==> src/rtl/event_encoder8to3.sv <==
// Event-request encoder: latches 8 request lines as pending events and
// presents them one at a time, by priority, over a valid/ready output.
module event_encoder8to3 #(
    parameter bit PRIO_HIGH = 1'b1
) (
    input  logic       clk,
    input  logic       rst_n,
    input  logic [7:0] req,
    input  logic       out_ready,
    input  logic       clr_ovf,
    output logic       out_valid,
    output logic [2:0] out_code,
    output logic [7:0] pending,
    output logic       ovf
);

    typedef enum logic {
        IDLE    = 1'b0,
        PRESENT = 1'b1
    } state_t;

    state_t     state;
    state_t     state_nxt;
    logic [7:0] pend_reg;
    logic [7:0] pend_nxt;
    logic [7:0] ack_mask;
    logic [2:0] code_reg;
    logic [2:0] code_nxt;
    logic       ovf_reg;
    logic       ovf_nxt;
    logic       ovf_set;
    logic       hs;
    logic       reload;

    // Later matches overwrite earlier ones, so scan order sets the winner.
    function automatic logic [2:0] prio(input logic [7:0] v);
        logic [2:0] idx;
        idx = 3'd0;
        for (int i = 0; i < 8; i++) begin
            if (PRIO_HIGH) begin
                if (v[i]) idx = 3'(i);
            end else begin
                if (v[7-i]) idx = 3'(7 - i);
            end
        end
        return idx;
    endfunction

    assign hs       = (state == PRESENT) & out_ready;
    assign ack_mask = hs ? (8'd1 << code_reg) : 8'd0;
    assign pend_nxt = (pend_reg & ~ack_mask) | req;
    assign ovf_set  = |(req & pend_reg & ~ack_mask);
    assign reload   = (state == IDLE) | hs;

    always_ff @(posedge clk) begin
        if (!rst_n) begin
            state <= IDLE;
        end else begin
            state <= state_nxt;
        end
    end

    always_ff @(posedge clk) begin
        if (!rst_n) begin
            pend_reg <= 8'h00;
            code_reg <= 3'd0;
            ovf_reg  <= 1'b0;
        end else begin
            pend_reg <= pend_nxt;
            code_reg <= code_nxt;
            ovf_reg  <= ovf_nxt;
        end
    end

    always_comb begin
        state_nxt = state;
        code_nxt  = code_reg;
        if (reload) begin
            if (|pend_nxt) begin
                state_nxt = PRESENT;
                code_nxt  = prio(pend_nxt);
            end else begin
                state_nxt = IDLE;
            end
        end
        // A fresh coalesce outranks a clear in the same cycle.
        ovf_nxt = ovf_reg;
        if (ovf_set) begin
            ovf_nxt = 1'b1;
        end else if (clr_ovf) begin
            ovf_nxt = 1'b0;
        end
    end

    always_comb begin
        out_valid = (state == PRESENT);
        out_code  = code_reg;
        pending   = pend_reg;
        ovf       = ovf_reg;
    end

endmodule

==> config.mk <==
export PLATFORM = sky130hd
export DESIGN_NAME = event_encoder8to3
export DESIGN_NICKNAME = d
export VERILOG_FILES = /design/src/rtl/event_encoder8to3.sv
export SDC_FILE = /design/constraint.sdc
export NUM_CORES = 1
export LEC_CHECK = 0
export CAP_MARGIN = 20
export CELL_PAD_IN_SITES_DETAIL_PLACEMENT = 0
export CELL_PAD_IN_SITES_GLOBAL_PLACEMENT = 1
export CORE_MARGIN = 10
export CORE_UTILIZATION = 34
export DETAILED_ROUTE_END_ITERATION = 7
export PLACE_DENSITY = 0.9
export SLEW_MARGIN = 20
export SYNTH_ARGS = -nofsm -noshare
export SYNTH_HDL_FRONTEND = slang
export SYNTH_SLANG_ARGS = --single-unit
==> constraint.sdc <==
create_clock -name clk -period 4.4 [get_ports clk]
set_input_delay 0.88 -clock clk [delete_from_list [all_inputs] [get_ports clk]]
set_output_delay 0.88 -clock clk [all_outputs]
set_load 0.03 [all_outputs]
* After elaboration in Yosys (flattened, before gate mapping)
Cells that the tools add are included.
Storage, ports and cells: register bits 13, bits in latches 0, RAM bits 0, memory bits (read-only) 0, bits of input ports 12, output and inout port bits 13, logic and storage cells 28, memories kept 0
Cells by class: add/subtract/negate cells 0, $mul 0, divide/modulo/power cells 0, order comparisons 0, equal/unequal tests 0, shifts and indexed selects 1, mux-type cells 11, bitwise logic cells 8, reductions and logical operators 4
Operator list (number):
- AND 8 bit | 3
- 2-to-1 mux 3 bit | 6
- OR reduction 8 bit | 2
- 2-to-1 mux 8 bit | 1
- inverter 8 bit | 1
- bitwise OR 8 bit | 1
- << shifter 1 x 3 -> 8 bit, first input constant | 1
- 2-to-1 mux 1 bit | 4
- AND reduction 2 bit | 1
- nonzero test 2 bit | 1
- AND 1 bit | 1
- inverter 1 bit | 1
- bitwise OR 1 bit | 1

* Depth between registers and ports, before layout
depth after elaboration 12, depth in mapped cells 6, depth with buffers taken out 5

* Worst setup path after synthesis
Ideal clock, no wire load.
path kind in2reg, start point input out_ready, end point register code_reg[1] (netlist: out_code[1]), library setup time 0.123 ns, arrival 2.081 ns, required time 4.277 ns, slack 2.196 ns, cell stages on the path 5, path buffers 0, path through or3b_4 > o31a_1 > nor4b_4 > a21oi_2 > mux2i_1
Between the ends: word-level cells in the longest chain between the ends 11, elaborated cells on any way between the ends 14, those cells by class mux (7); bitwise (5); reduce/logical (2)
Ends and longest elaborated chain:
- start, declared | line 9 | input logic out_ready,
- AND 1 bit (*) | line 49 | assign hs = (state == PRESENT) & out_ready;
- 2-to-1 mux 8 bit | line 50 | assign ack_mask = hs ? (8'd1 << code_reg) : 8'd0;
- inverter 8 bit | line 51 | assign pend_nxt = (pend_reg & ~ack_mask) | req;
- AND 8 bit | line 51
- bitwise OR 8 bit | line 51
- 2-to-1 mux 3 bit (6 in series) | line 41 | if (v[i]) idx = 3'(i);
- end signal, assigned | line 70 | code_reg <= code_nxt;
- end, declared | line 27 | logic [2:0] code_reg;
Mark *: on every way between the ends. The rest lies on a longest branch, timed or not. A chain may end at the register's enable or synchronous reset.

* Worst setup path in the final report
Ends and elaborated chain as after synthesis.

==> out/results.tsv <==
metric	value	unit
CP Max Fanout	8	
max FFs per register	8	
switch share	33.3	%
growth of design area from synthesis to finish	39.5	%
final wirelength	2190	um
Avg WL per Cell	15.6	um
CP endpoint kind	register	
Reg clk slew, reported paths	80	ps
sequential area share after synthesis	35.1	%
Starting DRT DRC Count	44	
vias post-DR	772	
wire length of the first global-routing pass	3540	um
Cell Area, Synth	741	um2
Int Pwr	206	uW
Final GP Congestion	0.830	
most frequent cells in the layout	clkdlybuf4s50_1, dfxtp_1, nor2_1	
Final Cycle Share	60.5	%
Final Max Tran Viols	0	
syn nets	99	
outcome	finished, final reports clean	
final net count	126	
dominant cells by area after synthesis	dfxtp_1, o211ai_1, nor2_1, or2_2, and3b_1	
Ys Warns	0	
Power per Cell Area	299	mW/mm2
Finished Layout Cells	140	
cell accounting for the most synthesized area	dfxtp_1	
layout cells sized above 1	9.73	%
Relative slew margins	63.6	%
total power	309	uW
placed cell count	136	
crit path time final	2660	ps
Final ANT Viol Nets	0	
max cap viols	0	
final hold vios	0	
CP peak stage delay	600	ps
TritonRoute pass-1 iters	4	
CTS tree	yes	
CTS H-Tree Depth	1	
row count	16	
antenna violations before repair	0	
M1 GR Usage	10.7	%
post-synth top area share	35.1	%
vias in the first global route	761	
drt via density	5.51	
final setup TNS	0	ps
fillers	198	
Leak	0.398	nW
clk sinks	13	
setup bufs post-CTS	0	
CP max stage cell	clkdlybuf4s50_1	
GRT overflow	0	
Reg power frac	44.7	%
clock share of power	25.0	%
met3 Use GR	2.51	%
Logic pwr share	30.3	%
fmax	0.375	GHz
pin count of the biggest net entering global routing	10	
GR peak layer	met2	
Setup WS pre-CTS	1450	ps
startpoint types	input pin	
Peak VDD IR	150	uV
critical path arrival	2840	ps
Core Area	0.00202	mm2
final setup fails	0	
Yosys cell types	30	
Overall Global Routing Usage	10.2	%
die width	66.7	um
RSZ-0062 raised after global routing	false	
crit path cell chain	clkdlybuf4s50_1 -> or3b_4 -> o31a_1 -> nor4b_4 -> a21oi_2 -> mux2i_1	
Hold Crit Class	register to register	
cts hold-fix bufs	0	
die footprint	0.00445	mm2
final HPWL from detailed placement	1730	um
Avg Inst Size Synth	8.51	um2
Seq cells post-synth	13	
IO Pins	25	
most common cell after layout, fill and taps aside	clkdlybuf4s50_1	
switching power	103	uW
CTS resizes	0	
Synth Instances	87	
CTS Buf Count	3	
DRC violations left	0	
Worst-Skew Late Latency	280	ps
Setup Crit Path Kind	input pin to register	
Antenna Cells	0	
Slew @ Worst Pin	542	ps
met2 track demand over resource	17.2	%
clk root buf	clkbuf_4	
port bufs	24	
Max clock buf depth	2	
final worst slack	1740	ps
Layout Skew	0.672	ps
Req. time, crit path	4570	ps
die height	66.7	um
initial core utilization	36.6	%
worst max-delay path, delay by kind of cell:
| family | cells | cell delay [ps] |
|---|---|---|
| buf+inv | 1 | 600 |
| mux | 1 | 130 |
| simple gates | 2 | 790 |
| compound gates | 2 | 440 |
cells in the mapped netlist (all sizes together):
master,number
mux2i,1
a41oi,2
o21ai,5
o211ai,8
a31oi,1
nand4,1
clkbuf,2
o31ai,3
dfxtp,13
and2,2
and3b,3
nand3,1
or2,5
nand3b,3
inv,2
or3b,1
and2b,1
a211oi,1
and4,1
and3,1
a21o,3
nand2b,3
o31a,2
nor2,10
o22ai,2
a21oi,4
nand2,4
nor3b,1
nor4b,1
routing by layer:
layer	wire (um)	share of wire, %
met2	1100	50
met3	131	6.0
met4	62	2.8
met1	897	41
met5	0	0
area by class of cell:
type | count | area (um2) | share of cell area (%)
clock buffer | 4 | 26.3 | 2.54
inverter | 2 | 7.51 | 0.726
multi-input combinational | 70 | 465 | 45.0
sequential | 13 | 260 | 25.2
tap | 27 | 33.8 | 3.27
timing repair buffer | 24 | 240 | 23.2
power by group through the flow:
stage	Sequential (mW)	Combinational [mW]	Clock, mW
floorplan	0.157	0.0363	0
global placement	0.140	0.0936	0
detailed placement	0.141	0.0938	0
CTS	0.138	0.0942	0.0796
global route	0.140	0.101	0.0865
finish	0.138	0.0936	0.0771
kinds of logic after synthesis:
| group | synth area share (%) |
|---|---|
| simple gates | 32.4 |
| mux | 1.35 |
| compound gates | 29.1 |
| buf+inv | 2.03 |
| flops | 35.1 |
stage by stage:
step	cell area (um2)	hold WS (ps)	util, %
global route	1030	622	51.1
CTS	1030	571	51.1
finish	1030	573	51.1
global placement	1010	531	49.8
detailed placement	1010	557	49.8
floorplan	741	632	-
worst paths after layout:
path / depth (start not counted) / from / slack (ps) / end
min: 2 / out_code[1] / 570 / out_code[1]
max reg2reg: 5 / out_valid / 2440 / out_code[1]
max: 6 / out_ready / 1740 / out_code[1]
min reg2reg: 2 / out_code[1] / 570 / out_code[1]
Note: power is estimated with default switching activity, not from simulation.
